## src/rtl/timer_ctrl.sv

```systemverilog
// Control FSM for the BCD MM:SS stopwatch core: button conditioning, run/pause/lap/alarm sequencing.
// Defining TIMER_CTRL_DEBOUNCE_EN inserts a DB_CYC-sample debouncer after each button synchronizer.
module timer_ctrl #(
    parameter logic [15:0] LIMIT_BCD = 16'h5959,
    parameter int          CLR_CYC   = 4,
    parameter int          DB_CYC    = 16
) (
    input  logic        CLK,
    input  logic        rstn,
    input  logic        btn_ss,
    input  logic        btn_lap,
    input  logic        btn_clr,
    input  logic [15:0] bcd_tim,
    output logic        tim_rstn,
    output logic        tim_actv,
    output logic [15:0] disp_bcd,
    output logic        running,
    output logic        alarm
);
    localparam int CntW = $clog2(CLR_CYC);

    if (CLR_CYC < 2 || DB_CYC < 1) begin : g_bad_params
        $error("timer_ctrl: CLR_CYC must be at least 2 and DB_CYC at least 1");
    end

    typedef enum logic [2:0] {
        S_CLEAR,
        S_IDLE,
        S_RUN,
        S_LAP,
        S_PAUSE,
        S_ALARM
    } state_t;

    state_t          state;
    state_t          state_nxt;
    logic            actv_nxt;
    logic            lap_load;
    logic            clr_done;
    logic [CntW-1:0] clr_cnt;
    logic [15:0]     lap_reg;

    logic [2:0] btn_raw;
    logic [2:0] btn_meta;
    logic [2:0] btn_sync;
    logic [2:0] btn_lvl;
    logic [2:0] btn_lvl_q;
    logic [2:0] btn_evt;
    logic       ev_ss;
    logic       ev_lap;
    logic       ev_clr;

    assign btn_raw = {btn_clr, btn_lap, btn_ss};

    always_ff @(posedge CLK or negedge rstn) begin
        if (!rstn) begin
            btn_meta <= '0;
            btn_sync <= '0;
        end else begin
            btn_meta <= btn_raw;
            btn_sync <= btn_meta;
        end
    end

`ifdef TIMER_CTRL_DEBOUNCE_EN
    localparam int DbW = $clog2(DB_CYC + 1);

    // The level only follows the synchronized input after DB_CYC consecutive differing samples.
    for (genvar i = 0; i < 3; i++) begin : g_db
        logic [DbW-1:0] db_cnt;
        logic           db_lvl;

        always_ff @(posedge CLK or negedge rstn) begin
            if (!rstn) begin
                db_cnt <= '0;
                db_lvl <= 1'b0;
            end else if (btn_sync[i] == db_lvl) begin
                db_cnt <= '0;
            end else if (db_cnt == DbW'(DB_CYC - 1)) begin
                db_cnt <= '0;
                db_lvl <= btn_sync[i];
            end else begin
                db_cnt <= db_cnt + 1'b1;
            end
        end

        assign btn_lvl[i] = db_lvl;
    end
`else
    assign btn_lvl = btn_sync;
`endif

    always_ff @(posedge CLK or negedge rstn) begin
        if (!rstn) begin
            btn_lvl_q <= '0;
            btn_evt   <= '0;
        end else begin
            btn_lvl_q <= btn_lvl;
            btn_evt   <= btn_lvl & ~btn_lvl_q;
        end
    end

    assign ev_ss    = btn_evt[0];
    assign ev_lap   = btn_evt[1];
    assign ev_clr   = btn_evt[2];
    assign clr_done = (clr_cnt == CntW'(CLR_CYC - 1));

    always_ff @(posedge CLK or negedge rstn) begin
        if (!rstn) begin
            state <= S_CLEAR;
        end else begin
            state <= state_nxt;
        end
    end

    // Priority inside each state: clr, then the limit compare, then ss, then lap.
    always_comb begin
        state_nxt = state;
        actv_nxt  = 1'b0;
        lap_load  = 1'b0;
        case (state)
            S_CLEAR: begin
                if (clr_done) begin
                    state_nxt = S_IDLE;
                end
            end
            S_IDLE, S_PAUSE: begin
                if (ev_clr) begin
                    state_nxt = S_CLEAR;
                end else if (ev_ss) begin
                    state_nxt = S_RUN;
                    actv_nxt  = 1'b1;
                end
            end
            S_RUN, S_LAP: begin
                if (ev_clr) begin
                    state_nxt = S_CLEAR;
                end else if (bcd_tim == LIMIT_BCD) begin
                    state_nxt = S_ALARM;
                    actv_nxt  = 1'b1;
                end else if (ev_ss) begin
                    state_nxt = S_PAUSE;
                    actv_nxt  = 1'b1;
                end else if (ev_lap) begin
                    if (state == S_RUN) begin
                        state_nxt = S_LAP;
                        lap_load  = 1'b1;
                    end else begin
                        state_nxt = S_RUN;
                    end
                end
            end
            S_ALARM: begin
                if (ev_clr || ev_ss) begin
                    state_nxt = S_CLEAR;
                end
            end
            default: begin
                state_nxt = S_CLEAR;
            end
        endcase
    end

    // Core controls track the next state; display flags follow the current state one cycle later.
    always_ff @(posedge CLK or negedge rstn) begin
        if (!rstn) begin
            tim_rstn <= 1'b0;
            tim_actv <= 1'b0;
            disp_bcd <= 16'h0000;
            running  <= 1'b0;
            alarm    <= 1'b0;
            lap_reg  <= 16'h0000;
            clr_cnt  <= '0;
        end else begin
            tim_rstn <= (state_nxt != S_CLEAR);
            tim_actv <= actv_nxt;
            running  <= (state == S_RUN) || (state == S_LAP);
            alarm    <= (state == S_ALARM);
            if (lap_load) begin
                lap_reg <= bcd_tim;
            end
            if (state == S_CLEAR && !clr_done) begin
                clr_cnt <= clr_cnt + 1'b1;
            end else begin
                clr_cnt <= '0;
            end
            case (state)
                S_CLEAR: disp_bcd <= 16'h0000;
                S_LAP:   disp_bcd <= lap_reg;
                S_ALARM: disp_bcd <= LIMIT_BCD;
                default: disp_bcd <= bcd_tim;
            endcase
        end
    end

endmodule

```

## config.mk

```make
export PLATFORM = sky130hd
export DESIGN_NAME = timer_ctrl
export DESIGN_NICKNAME = d
export VERILOG_FILES = /design/src/rtl/timer_ctrl.sv
export SDC_FILE = /design/constraint.sdc
export NUM_CORES = 1
export LEC_CHECK = 0
export ABC_AREA = 1
export CORE_MARGIN = 2
export CORE_UTILIZATION = 30
export CTS_BUF_LIST = sky130_fd_sc_hd__clkbuf_8 sky130_fd_sc_hd__clkbuf_16
export CTS_CLUSTER_DIAMETER = 150
export CTS_CLUSTER_SIZE = 28
export DETAILED_ROUTE_END_ITERATION = 10
export SYNTH_ARGS = -nofsm -noshare
export SYNTH_HDL_FRONTEND = slang
export SYNTH_SLANG_ARGS = --single-unit
export TNS_END_PERCENT = 10
```

## constraint.sdc

```tcl
create_clock -name CLK -period 1.4 [get_ports CLK]
set_clock_uncertainty 0.05 [all_clocks]
set_input_delay 0.35 -clock CLK [delete_from_list [all_inputs] [get_ports CLK]]
set_output_delay 0.35 -clock CLK [all_outputs]
set_load 0.01 [all_outputs]
```

* Word level (Yosys, flattened, before mapping)
Index checks and enable logic that the tools add are counted.
** Storage, ports and cells
- Register bits :: 53
- Input port bits :: 21
- Output and inout bits :: 20
- Word-level logic and storage cells :: 53
** Operators by class
- Add/sub/neg operators :: 1
- Eq/ne operators :: 7
- Muxes and demuxes :: 23
- Bitwise operators :: 2
- Reductions and logical operators :: 8
** Operator list (number)
- $pmux 16 s3 :: 1
- $mux 3 :: 8
- $eq 16x15->1 const B :: 1
- $pmux 3 s4 :: 1
- $mux 1 :: 11
- $eq 3x2->1 const B :: 2
- $eq 3x3->1 const B :: 2
- $reduce_or 2->1 :: 2
- $and 3x3->3 :: 1
- $eq 3x1->1 const B :: 1
- $logic_not 3->1 :: 1
- $not 3->3 :: 1
- $reduce_bool 3->1 :: 1
- $add 2x1->2 const B :: 1
- $eq 2x2->1 const B :: 1
- $logic_or 1x1->1 :: 2
- $mux 2 :: 1
- $pmux 1 s2 :: 1
- $logic_and 1x1->1 :: 1
- $logic_not 1->1 :: 1

* Logic depth before layout (Yosys ltp)
- Depth in word-level cells :: 8
- Gate-level depth with buffers :: 10
- Mapped depth without buffers :: 10

* Worst setup path after synthesis
Ideal clock, no wire load.
- Kind :: register to register
- From :: register state[2]
- To :: register lap_reg[12]
- Setup time :: 0.117 ns
- Data arrival time :: 1.098 ns
- Required time :: 1.233 ns
- Slack :: 0.135 ns
- Stages on the path, launching flop included :: 8
- Buffers on the path :: 1
- Clock period less this slack :: 1.265 ns
- Cell sequence :: dfrtp_1 > nor2_4 > nand4_2 > nor2_2 > nand2_2 > buf_6 > nand2_2 > o21ai_2
** On the way
- Longest elaborated chain between the ends :: 7
- Elaborated cells between the ends (all ways) :: 9
- Those cells by class :: eq/ne (2); mux (6); reduce/logical (1)
** Ends and longest elaborated chain
- from (decl) :: RTL line 35 : state_t state;
- from (signal assigned) :: RTL line 112 : state <= state_nxt;
- $eq 3x2->1 :: RTL line 121, 145
- $mux 1 :: RTL line 145 : if (state == S_RUN) begin
- $mux 1 :: RTL line 144 : end else if (ev_lap) begin
- $mux 1 :: RTL line 141 : end else if (ev_ss) begin
- $mux 1 :: RTL line 138 : end else if (bcd_tim == LIMIT_BCD) begin
- $mux 1 :: RTL line 136 : if (ev_clr) begin
- $mux 1 (*) :: RTL line 121 : case (state)
- to (signal assigned) :: RTL line 180 : lap_reg <= bcd_tim;
- to (decl) :: RTL line 41 : logic [15:0] lap_reg;
Mark *: on every way between the ends. The rest lies on a longest branch, timed or not.
A chain may end at the register's enable or synchronous reset.

* Worst setup path in the final report
- From :: register state[1]
- To :: register lap_reg[14]
The elaborated chain is that of the path after synthesis.

==> results_dict.tcl <==
set metrics [dict create \
    hold_class "input pin to flip-flop" \
    fin_util_pct 44.9 \
    startpoint_type "flip-flop" \
    multiInputGateArea_um2 749 \
    synth.largest_area_cell "dfrtp_1" \
    peakVddDrop_v 0.000461 \
    die_y_um 89.0 \
    vias 1617 \
    min_period_over_period_pct 102 \
    cp-end-kind "flip-flop" \
    cts.path.max_buffers 2 \
    portBuffers 40 \
    clk_latency_ns 0.31 \
    crit_arrival_ns 1.57 \
    synth.most_common_cell "dfrtp_1" \
    min_period_ns 1.42 \
    drt-wirelength-per-cell_um 12.4 \
    tightest_slew_ns 0.285 \
    rsz0062_at_grt "yes" \
    dieWidth_um 89.0 \
    place_area_um2 2780 \
    setup_slack_ns -0.0239 \
    placed_cells 354 \
    diodes 0 \
    io_pins 41 \
    cts_buffers 5 \
    finalPower_mw 4.63 \
    mappedNetlistNets 230 \
    slew_violations 0 \
    dieArea_um2 7920 \
    yosys-top-cells-count "dfrtp_1, nand2_1, inv_1, nand3_1, o21ai_2" \
    power_density_nw_per_um2 1490 \
    finalHoldViolCount 0 \
    grt_max_degree 54 \
    maxClockFrequency_mhz 702 \
    ys_async_sr_fraction_pct 100 \
    viasPerCell 4.37 \
    critical_path_required_ns 1.55 \
    ys_types 24 \
    totalWireLength_um 4600 \
    yosysWarnings 0 \
    syn-cell-area_um2 2170 \
    path_clk_slew_ns 0.11 \
    max_slew_margin_pct 81.0 \
    clock-sinks 53 \
    p_leak_nw 1.63 \
    drt_iter0_markers 74 \
    ant_nets 0 \
    htree_levels 2 \
    start_util_pct 31.4 \
    final_cells 370 \
    area_delta_synth_final_pct 43.0 \
    drive_gt1_share_pct 29.9 \
    synth_edf_count 0 \
    grt_pass1_wl_um 7180 \
    rows 30 \
    yosys-top-cells-area "dfrtp_1, o21ai_2, nand2_1, inv_1, nand3_1" \
    grt_antenna_before_repair 0 \
    setup_viol 9 \
    grt.total_usage_pct 11.7 \
    core_um2 6910 \
    drc_errors 0 \
    ctsRootBufferMaster "clkbuf_8" \
    synthesis.instances 208 \
    ys_ff_latch 53 \
    layout.nets 295 \
    yosys_most_used_dff "dfrtp_1" \
    cap_violations 0 \
    violations "setup timing" \
    avgSynthCellArea_um2 10.4 \
    grt.overflow.total 0 \
    outcome "finished with violations" \
    hpwl_um 3040 \
    dr.pass1.iters 4 \
    cts_tree "built" \
    ys_seq_area_share_pct 61.2 \
    grt_pass1_vias 1552 \
    postLayoutCellArea_um2 3100 \
    fill_cells 690 \
    place_congestion 0.862 \
    synth_top_area_share_pct 61.2 \
    worstPathMaxFanout 6 \
    area.sequential_um2 1330 \
    crit_type "flip-flop to flip-flop" \
]
[layout make-up]
class,count,area share (%)
sequential,53,42.8
tap,96,3.88
clock buffer,5,2.22
timing repair buffer,65,21.6
inverter,31,3.76
multi-input combinational,117,24.2
clock inverter,3,1.53
[layout by cell type, fill, tap and decap left out, drive strengths merged, types with 7 or more instances in the layout]
cell type,instances
dfrtp,53
nand2,37
inv,33
o21ai,26
nand3,24
buf,23
dlygate4sd2,18
nor2,15
dlymetal6s2s,11
o211ai,9
clkbuf,7
[logic make-up (layout without fill, tap and decap cells)]
kind of cell	after synthesis	in the layout	synth area share [%]
adders and majority gates	1	1	0.577
and+or+nand+nor	78	79	17.4
DFF	53	53	61.2
buffers and inverters	39	104	8.43
AOI/OAI and AO/OA	37	37	12.4
[power by group]
group	total (mW)	switching [mW]	leakage (nW)	internal, mW
clock	1.07	0.521	0.0591	0.546
sequential	2.09	0.184	0.691	1.91
combinational	1.47	0.759	0.884	0.708
total	4.63	1.46	1.63	3.16
[what timing repair did]
item,CTS,global route
buffers inserted,0,3
gates cloned,0,4
resized for setup,24,46
setup endpoints to repair,37,39
endpoints found under the hold margin,53,0
pin swaps,1,12
hold buffers,1,0
[metrics by stage]
step / setup TNS (ns) / worst slack, ns / hold WS (ns)
3_5_place_dp: -7.99 / -0.430 / 0.285
6_report: -0.111 / -0.0239 / 0.293
5_1_grt: -1.66 / -0.100 / 0.295
4_1_cts: -1.11 / -0.0822 / 0.310
2_1_floorplan: 0 / 0.135 / 0.00441
3_3_place_gp: -7.82 / -0.413 / 0.282
[metal layers]
| metal | vias up | GRT usage [%] | routed length (um) |
|---|---|---|---|
| li1 | 803 | - | - |
| met1 | 767 | 15.3 | 2100 |
| met2 | 41 | 19.9 | 2240 |
| met3 | 6 | 2.86 | 223 |
| met4 | 0 | 2.44 | 34 |
| met5 | - | 0 | 0 |
[worst paths after layout]
path	startpoint	endpoint	slack, ns	cells past startpoint
min in group asynchronous	rstn	btn_lvl_q[0]	0.48	3
worst min register to register	btn_meta[0]	btn_lvl[0]	0.31	0
worst max register to register	state[1]	lap_reg[14]	-0.02	8
max in group asynchronous	rstn	disp_bcd[3]	0.55	3
worst max-delay path	state[1]	lap_reg[14]	-0.02	8
worst min-delay path	bcd_tim[2]	lap_reg[2]	0.29	3
[worst max-delay path: stages, from the launching register on]
cell and delay, ns:
dfrtp_1 0.41, inv_2 0.07, nor2_4 0.14, nand4_4 0.10, nor2_4 0.15, nand2_4 0.11
clkbuf_16 0.18, nand2_2 0.05, o21ai_2 0.04
Power figures use the tool's default switching activity.
